### src/rtl/popcount_sequencer_if.sv
// Word-in / count-out handshake bundle for popcount_sequencer.
// slave = sequencer side, master = producer/consumer side.
interface popcount_sequencer_if #(
   parameter int NIBBLES = 4,
   parameter int CNT_W   = 5
);
   logic                   in_valid;
   logic                   in_ready;
   logic [4*NIBBLES-1:0]   in_word;
   logic                   out_valid;
   logic                   out_ready;
   logic [CNT_W-1:0]       out_count;
   logic                   out_err;

   modport master (
      output in_valid, in_word, out_ready,
      input  in_ready, out_valid, out_count, out_err
   );

   modport slave (
      input  in_valid, in_word, out_ready,
      output in_ready, out_valid, out_count, out_err
   );
endinterface

### src/rtl/popcount_sequencer.sv
// Walks a word one nibble per cycle through an external one-hot ones-counter.
// Define POPSEQ_ONEHOT_CHECK_EN to flag and zero illegal datapath results.
module popcount_sequencer #(
   parameter int NIBBLES = 4,
   parameter int CNT_W   = 5
) (
   input  logic                 clk,
   input  logic                 rst_n,
   popcount_sequencer_if.slave  bus,
   output logic                 busy,
   output logic [3:0]           pc_nib,
   input  logic [4:0]           pc_onehot
);
   localparam int W     = 4 * NIBBLES;
   localparam int IDX_W = (NIBBLES > 1) ? $clog2(NIBBLES) : 1;
   localparam logic [IDX_W-1:0] LAST = IDX_W'(NIBBLES - 1);

   typedef enum logic [1:0] {IDLE, RUN, DONE} state_t;

   state_t            state;
   logic [W-1:0]      word;
   logic [W-1:0]      word_sh;
   logic [IDX_W-1:0]  idx;
   logic [CNT_W-1:0]  acc;
   logic [CNT_W-1:0]  acc_nx;
   logic [2:0]        dec;

   // Word shifts right each RUN cycle and is fully drained by DONE,
   // so its low nibble is the datapath operand and reads 0 outside RUN.
   assign word_sh = word >> 4;
   assign pc_nib  = word[3:0];
   assign acc_nx  = acc + CNT_W'(dec);

`ifdef POPSEQ_ONEHOT_CHECK_EN
   logic bad;
   logic err;
   logic err_nx;

   always_comb begin
      dec = 3'd0;
      bad = 1'b0;
      case (pc_onehot)
         5'b00001: dec = 3'd0;
         5'b00010: dec = 3'd1;
         5'b00100: dec = 3'd2;
         5'b01000: dec = 3'd3;
         5'b10000: dec = 3'd4;
         default:  bad = 1'b1;
      endcase
   end

   assign err_nx = err | bad;
`else
   always_comb begin
      dec = 3'd0;
      priority casez (pc_onehot)
         5'b1????: dec = 3'd4;
         5'b01???: dec = 3'd3;
         5'b001??: dec = 3'd2;
         5'b0001?: dec = 3'd1;
         default:  dec = 3'd0;
      endcase
   end

   assign bus.out_err = 1'b0;
`endif

   always_ff @(posedge clk or negedge rst_n) begin
      if (!rst_n) begin
         state         <= IDLE;
         word          <= '0;
         idx           <= '0;
         acc           <= '0;
         busy          <= 1'b0;
         bus.in_ready  <= 1'b1;
         bus.out_valid <= 1'b0;
         bus.out_count <= '0;
`ifdef POPSEQ_ONEHOT_CHECK_EN
         err           <= 1'b0;
         bus.out_err   <= 1'b0;
`endif
      end else begin
         unique case (state)
            IDLE: begin
               if (bus.in_valid) begin
                  word         <= bus.in_word;
                  acc          <= '0;
                  idx          <= '0;
                  state        <= RUN;
                  busy         <= 1'b1;
                  bus.in_ready <= 1'b0;
`ifdef POPSEQ_ONEHOT_CHECK_EN
                  err          <= 1'b0;
`endif
               end
            end
            RUN: begin
               word <= word_sh;
               acc  <= acc_nx;
`ifdef POPSEQ_ONEHOT_CHECK_EN
               err  <= err_nx;
`endif
               if (idx == LAST) begin
                  state         <= DONE;
                  bus.out_valid <= 1'b1;
                  bus.out_count <= acc_nx;
`ifdef POPSEQ_ONEHOT_CHECK_EN
                  bus.out_err   <= err_nx;
`endif
               end else begin
                  idx <= idx + 1'b1;
               end
            end
            DONE: begin
               if (bus.out_ready) begin
                  state         <= IDLE;
                  idx           <= '0;
                  busy          <= 1'b0;
                  bus.in_ready  <= 1'b1;
                  bus.out_valid <= 1'b0;
               end
            end
            default: state <= IDLE;
         endcase
      end
   end
endmodule
### src/flat_wrapper.sv
// flat-port wrapper written by rule: the top's interface ports become plain ports
module popcount_sequencer_flat 
#(
   parameter int NIBBLES = 4,
   parameter int CNT_W   = 5
)
  (clk, rst_n, busy, pc_nib, pc_onehot, bus_in_valid, bus_in_word, bus_out_ready, bus_in_ready, bus_out_valid, bus_out_count, bus_out_err);
  popcount_sequencer_if #(.NIBBLES(NIBBLES), .CNT_W(CNT_W)) bus_i ();
  input  logic clk;
  input  logic rst_n;
  output logic busy;
  output logic [3:0] pc_nib;
  input  logic [4:0] pc_onehot;
  input wire logic [$bits(bus_i.in_valid)-1:0] bus_in_valid;
  input wire logic [$bits(bus_i.in_word)-1:0] bus_in_word;
  input wire logic [$bits(bus_i.out_ready)-1:0] bus_out_ready;
  output wire logic [$bits(bus_i.in_ready)-1:0] bus_in_ready;
  output wire logic [$bits(bus_i.out_valid)-1:0] bus_out_valid;
  output wire logic [$bits(bus_i.out_count)-1:0] bus_out_count;
  output wire logic [$bits(bus_i.out_err)-1:0] bus_out_err;
  assign bus_i.in_valid = bus_in_valid;
  assign bus_i.in_word = bus_in_word;
  assign bus_i.out_ready = bus_out_ready;
  assign bus_in_ready = bus_i.in_ready;
  assign bus_out_valid = bus_i.out_valid;
  assign bus_out_count = bus_i.out_count;
  assign bus_out_err = bus_i.out_err;
  popcount_sequencer #(.NIBBLES(NIBBLES), .CNT_W(CNT_W)) u_core (.clk(clk), .rst_n(rst_n), .bus(bus_i), .busy(busy), .pc_nib(pc_nib), .pc_onehot(pc_onehot));
endmodule
### config.mk
export PLATFORM = sky130hd
export DESIGN_NAME = popcount_sequencer_flat
export DESIGN_NICKNAME = d
export VERILOG_FILES = /design/src/rtl/popcount_sequencer_if.sv /design/src/rtl/popcount_sequencer.sv /design/src/flat_wrapper.sv
export SDC_FILE = /design/constraint.sdc
export NUM_CORES = 1
export LEC_CHECK = 0
export ABC_CLOCK_PERIOD_IN_PS = 2200
export CAP_MARGIN = 5
export CELL_PAD_IN_SITES_DETAIL_PLACEMENT = 0
export CELL_PAD_IN_SITES_GLOBAL_PLACEMENT = 1
export CORE_UTILIZATION = 41
export CTS_CLUSTER_SIZE = 30
export DETAILED_ROUTE_END_ITERATION = 10
export PLACE_DENSITY_LB_ADDON = 0.1
export SLEW_MARGIN = 25
export SYNTH_ARGS = -nofsm -noshare
export SYNTH_HDL_FRONTEND = slang
export SYNTH_SLANG_ARGS = --single-unit
export TNS_END_PERCENT = 30
### constraint.sdc
create_clock -name clk -period 2.2 [get_ports clk]
set_input_delay 0.44 -clock clk [delete_from_list [all_inputs] [get_ports clk]]
set_output_delay 0.44 -clock clk [all_outputs]
set_load 0.005 [all_outputs]
# [Word-level counts from Yosys, hierarchy flattened]
# Cells that the tools add are included.
[op_classes] addsub=2 n_eq_ne=10 muxes=20 n_reduce_logical=11
[op_table] operator="$pmux W16 S2" n=1
[op_table] operator="$mux W16" n=1
[op_table] operator="$pmux W2 S3" n=2
[op_table] operator="$pmux W3 S4" n=1
[op_table] operator="$mux W2" n=5
[op_table] operator="$pmux W5 S2" n=1
[op_table] operator="$reduce_and A3 Y1" n=3
[op_table] operator="$ne A2 B2 Y1 const B" n=3
[op_table] operator="$pmux W1 S2" n=3
[op_table] operator="$reduce_bool A2 Y1" n=3
[op_table] operator="$add A5 B3 Y5" n=1
[op_table] operator="$mux W1" n=5
[op_table] operator="$mux W5" n=1
[op_table] operator="$eq A2 B1 Y1 const B" n=2
[op_table] operator="$eq A2 B2 Y1 const B" n=2
[op_table] operator="$eq A4 B1 Y1 const B" n=1
[op_table] operator="$reduce_and A2 Y1" n=2
[op_table] operator="$reduce_and A4 Y1" n=1
[op_table] operator="$eq A3 B1 Y1 const B" n=1
[op_table] operator="$reduce_bool A3 Y1" n=1
[op_table] operator="$add A2 B1 Y2 const B" n=1
[op_table] operator="$logic_not A2 Y1" n=1
[op_table] operator="$ne A2 B1 Y1 const B" n=1
[totals] ff_bits=33 in_bits=25 out_inout_bits=13 word_cells=51

# [Logic depth before layout (Yosys ltp)]
[logic_depth] depth_word=4 ltp_mapped=10 mapped_depth_nobuf=10

# [Least setup slack after synthesis]
# No wires, ideal clock.
[synth_timing] path_kind="input -> register" start="input port pc_onehot[2]" end="register u_core.acc[4]" t_arrival_ps=1666 t_required_ps=2118 setup_slack_ps=452 cell_stages=10 n_path_buf=0 cell_sequence="inv_1 a21oi_1 nor2_1 ha_1 inv_1 fa_1 nor2b_1 o21ai_0 xor2_1 o22ai_1"
[synth_via] elab_chain_len=4
[synth_rtl] item="start, declared" line_no="flat_wrapper.sv:13" text="input logic [4:0] pc_onehot;"
[synth_rtl] item="$eq A4 B1 Y1 / $eq A3 B1 Y1 (equally long branches)" line_no="popcount_sequencer.sv:56" text="priority casez (pc_onehot)"
[synth_rtl] item="$pmux W3 S4 (*)" line_no="popcount_sequencer.sv:56"
[synth_rtl] item="$add A5 B3 Y5 (*)" line_no="popcount_sequencer.sv:32" text="assign acc_nx = acc + CNT_W'(dec);"
[synth_rtl] item="$pmux W5 S2 (*)" line_no="popcount_sequencer.sv:83" text="unique case (state)"
[synth_rtl] item="end signal, assigned" line_no="popcount_sequencer.sv:99" text="acc <= acc_nx;"
[synth_rtl] item="end, declared" line_no="popcount_sequencer.sv:24" text="logic [CNT_W-1:0] acc;"
# Every way passes the cells marked *; elsewhere a longest branch is shown, timed or not.
# A chain may end at the register's enable or synchronous reset.

# [Final worst setup path]
[layout_timing] start="input port pc_onehot[3]" end="register u_core.bus.out_count[3]"
[layout_via] elab_chain_len=3
[layout_rtl] item="$eq A4 B1 Y1, or another cell as far along" line_no="popcount_sequencer.sv:56"
[layout_rtl] item="$pmux W3 S4 (*)" line_no="popcount_sequencer.sv:56"
[layout_rtl] item="$add A5 B3 Y5 (*)" line_no="popcount_sequencer.sv:32"
[layout_rtl] item="end signal, assigned" line_no="popcount_sequencer.sv:106" text="bus.out_count <= acc_nx;"
[layout_rtl] item="end, declared" line_no="popcount_sequencer_if.sv:22" text="output in_ready, out_valid, out_count, out_err"
# Marked as above.

==> results.toml <==
[timing]
post-route-min-period_ns = 2.08
final.hold.worst_slack_ns = 0.474
finalHoldViolations = 0
fmax_ghz = 0.481
rsz0062_at_grt = "false"
timing.final.max_slew_violations = 0
fin_worst_skew_ns = 0.00335
setup_violations = 0
finalSetupTns_ns = 0
timing.final.ws_setup_ns = 0.123
timing.final.crit_share_pct = 94.4

[drt]
postRouteAntennaNets = 0
drt_pre_antenna_iters = 3
drc_errors = 0
wl_per_cell_microns = 12.7
vias = 1222
vias_per_cell = 4.95
wl_mm = 3.13
drtIter0Drc = 44

[grt]
global_route.peak_usage_layer = "met2"
gr-usage-met2_pct = 29.0
grt_start_max_net_pins = 34
all_layer_global_routing_usage_pct = 16.8
groute.layer.met3.usage_pct = 6.08
number_of_antenna_violations_at_the_first_check_in_global_routing = 0
globalRoute.totalOverflow = 0
first_pass_grt_wire_length_mm = 5.40
globalRouteMet1Util_pct = 18.8
via_count_of_the_first_global_routing_pass = 1275

[synth]
syn_area_per_cell_sq_um = 10.1
ys_seq_elements = 33
seq_area_frac_synth_pct = 49.8
synth.top_cells.by_area = "sky130_fd_sc_hd__dfrtp_1, sky130_fd_sc_hd__mux2i_1, sky130_fd_sc_hd__nand2_1, sky130_fd_sc_hd__o21ai_0, sky130_fd_sc_hd__buf_4"
post_synth_num_cell_types = 31
postSynthCellCount = 165
synth_warnings = 0
synth_edf_count = 0
post-synth-top-area-fraction_pct = 48.2
synth_area_sq_um = 1660
most_repeated_cell_in_the_gate_level_netlist_after_synthesis = "sky130_fd_sc_hd__nand2_1"
post_synthesis_async_set_or_reset_flop_share_pct = 100
synth.largest_area_cell = "sky130_fd_sc_hd__dfrtp_1"
synth_top_flop_cell = "sky130_fd_sc_hd__dfrtp_1"
synth_common_cells = "sky130_fd_sc_hd__nand2_1, sky130_fd_sc_hd__dfrtp_1, sky130_fd_sc_hd__o21ai_0"
synthesis.nets = 195

[critical_path]
path_delay_family = "buffers and inverters"
critPathArrivalTime_ns = 2.24
crit_path_max_incr_delay_ns = 0.47
worst-r2r-setup-slack_ns = 0.60
slowest_stage = "sky130_fd_sc_hd__clkdlybuf4s50_1"
path_class = "input port to flop"
timing.critical_path.buf_inv = 2
cp-start-kind = "input port"
critical_path.cell_chain = "clkdlybuf4s50_1 -> nor2_1 -> or2_2 -> inv_1 -> ha_1 -> a21o_1 -> a21oi_1 -> xor2_1 -> o21ai_0"
crit_fanout = 3
critPathCaptureType = "flop"
cp_data_required_time_ns = 2.36

[place]
dp.cells = 239
place.port_buffers = 35
pre_cts_slack_ns = -0.173
cell_area_reported_after_detailed_placement_sq_um = 2000
gpl.final_weighted_congestion = 0.773
detailed_placement_hpwl_mm = 2.15

[clock_tree]
clock_insertion_delay_worst_skew_ns = 0.28
cts_resized = 0
largest_buffer_count_on_any_clock_path = 2
numClockSinks = 33
cts-buffers-inserted = 5
cts.clk_slew.worst_paths_ns = 0.07
tritoncts = "built"
number_of_buffers_added_for_setup_after_cts = 0
cts-root-buf = "sky130_fd_sc_hd__clkbuf_8"
clock_h_tree_levels = 2
cts_hold_repair.buffers = 0

[floorplanning]
initial_utilization_pct = 44.0
core.rowCount = 22
floorplan.die.height_microns = 65.6
dieArea_sq_um = 4310
coreArea_sq_um = 3770
floorplan.io_pins = 38
die_width_microns = 65.6

[power]
pwr_density_cell_nw_per_um2 = 1220
p_leak_nw = 0.920
post-layout-total-power_mw = 2.55
ir_worst_vdd_uv = 682

[finish]
fillerInstances = 331
antenna_cells_inserted = 0
layout.cell_area.non_filler_sq_um = 2090
final_cells = 247
final_core_utilization_pct = 55.4
drive_above_1_share_pct = 9.05
finalNetCount = 228
area_growth_pct = 25.8

[outcome]
run_status = "completed"

[min_path]
min-delay-path-class = "flop to flop"

[job]
cap_violations = 0
## worst paths after layout
kind / start / end / cells after the start
hold / removal: u_core.bus.out_count[1]$_DFFE_PN0P_ / u_core.bus.out_count[1]$_DFFE_PN0P_ / 2
setup / recovery: pc_onehot[3] / u_core.bus.out_count[3]$_DFFE_PN0P_ / 9
min in group asynchronous: rst_n / u_core.word[2]$_DFFE_PN0P_ / 2
hold reg to reg: u_core.bus.out_count[1]$_DFFE_PN0P_ / u_core.bus.out_count[1]$_DFFE_PN0P_ / 2
setup reg to reg: u_core.acc[0]$_DFFE_PN0P_ / u_core.acc[4]$_DFFE_PN0P_ / 7
max in group asynchronous: rst_n / u_core.bus.in_ready$_DFFE_PN1P_ / 2
## power by group
part | switching, mW | internal, mW
combinational | 0.551 | 0.515
sequential | 0.169 | 0.847
clock | 0.213 | 0.255
## worst min-delay path: stages, from the launching register on
cell and delay [ns]:
sky130_fd_sc_hd__dfrtp_1 0.34, sky130_fd_sc_hd__nand2_1 0.04, sky130_fd_sc_hd__o21ai_0 0.05
## cells in the final DEF (no fill, tap or decap)
master / instances
sky130_fd_sc_hd__a21boi_0: 1
sky130_fd_sc_hd__a21o_1: 1
sky130_fd_sc_hd__a21oi_1: 8
sky130_fd_sc_hd__buf_4: 4
sky130_fd_sc_hd__clkbuf_1: 2
sky130_fd_sc_hd__clkbuf_8: 6
sky130_fd_sc_hd__clkdlybuf4s50_1: 35
sky130_fd_sc_hd__conb_1: 1
sky130_fd_sc_hd__dfrtp_1: 32
sky130_fd_sc_hd__dfstp_2: 1
sky130_fd_sc_hd__fa_1: 1
sky130_fd_sc_hd__ha_1: 4
sky130_fd_sc_hd__inv_1: 7
sky130_fd_sc_hd__mux2_1: 1
sky130_fd_sc_hd__mux2i_1: 13
sky130_fd_sc_hd__nand2_1: 33
sky130_fd_sc_hd__nand2_4: 1
sky130_fd_sc_hd__nand2b_1: 1
sky130_fd_sc_hd__nand2b_4: 1
sky130_fd_sc_hd__nand3_1: 1
sky130_fd_sc_hd__nor2_1: 5
sky130_fd_sc_hd__nor2_8: 1
sky130_fd_sc_hd__nor2b_1: 1
sky130_fd_sc_hd__nor2b_2: 1
sky130_fd_sc_hd__o21ai_0: 18
sky130_fd_sc_hd__o21ai_1: 6
sky130_fd_sc_hd__o21ai_2: 2
sky130_fd_sc_hd__o221ai_1: 1
sky130_fd_sc_hd__o22ai_1: 3
sky130_fd_sc_hd__o31ai_1: 2
sky130_fd_sc_hd__or2_2: 1
sky130_fd_sc_hd__xor2_1: 4
## layer usage
metal	vias up	share of wire, %	wire (microns)
li1	612	-	-
met1	573	44	1360
met2	29	49	1540
met3	8	5.3	166
met4	0	1.9	61
met5	-	0	0
## final cells by class
type	count	area (sq um)	area share, %
Inverter	7	26.3	1.26
Tap cell	48	60.1	2.87
Clock buffer	8	90.1	4.31
Sequential cell	33	827	39.6
Multi-Input combinational cell	112	706	33.8
Timing Repair Buffer	39	380	18.2
## state kept, by name, summed over array words and instances, names as in the netlist
register,cells
u_core.acc,5
u_core.bus.in_ready,1
u_core.bus.out_count,5
u_core.bus.out_valid,1
u_core.busy,1
u_core.idx,2
u_core.state,2
u_core.word,16
## cell families (layout without fill, tap and decap cells)
group | after synthesis | count (layout) | share of synthesized area, %
other | 1 | 1 | 0.226
flip-flops | 33 | 33 | 49.8
adder cells (fa/ha/maj) | 5 | 5 | 4.22
AO/OA/AOI/OAI | 42 | 42 | 14.2
XOR/XNOR | 4 | 4 | 2.11
buffers and inverters | 20 | 54 | 7.84
AND/OR/NAND/NOR | 46 | 46 | 13.1
multiplexers | 14 | 14 | 8.52
No activity file was read; power rests on OpenSTA's default activity.
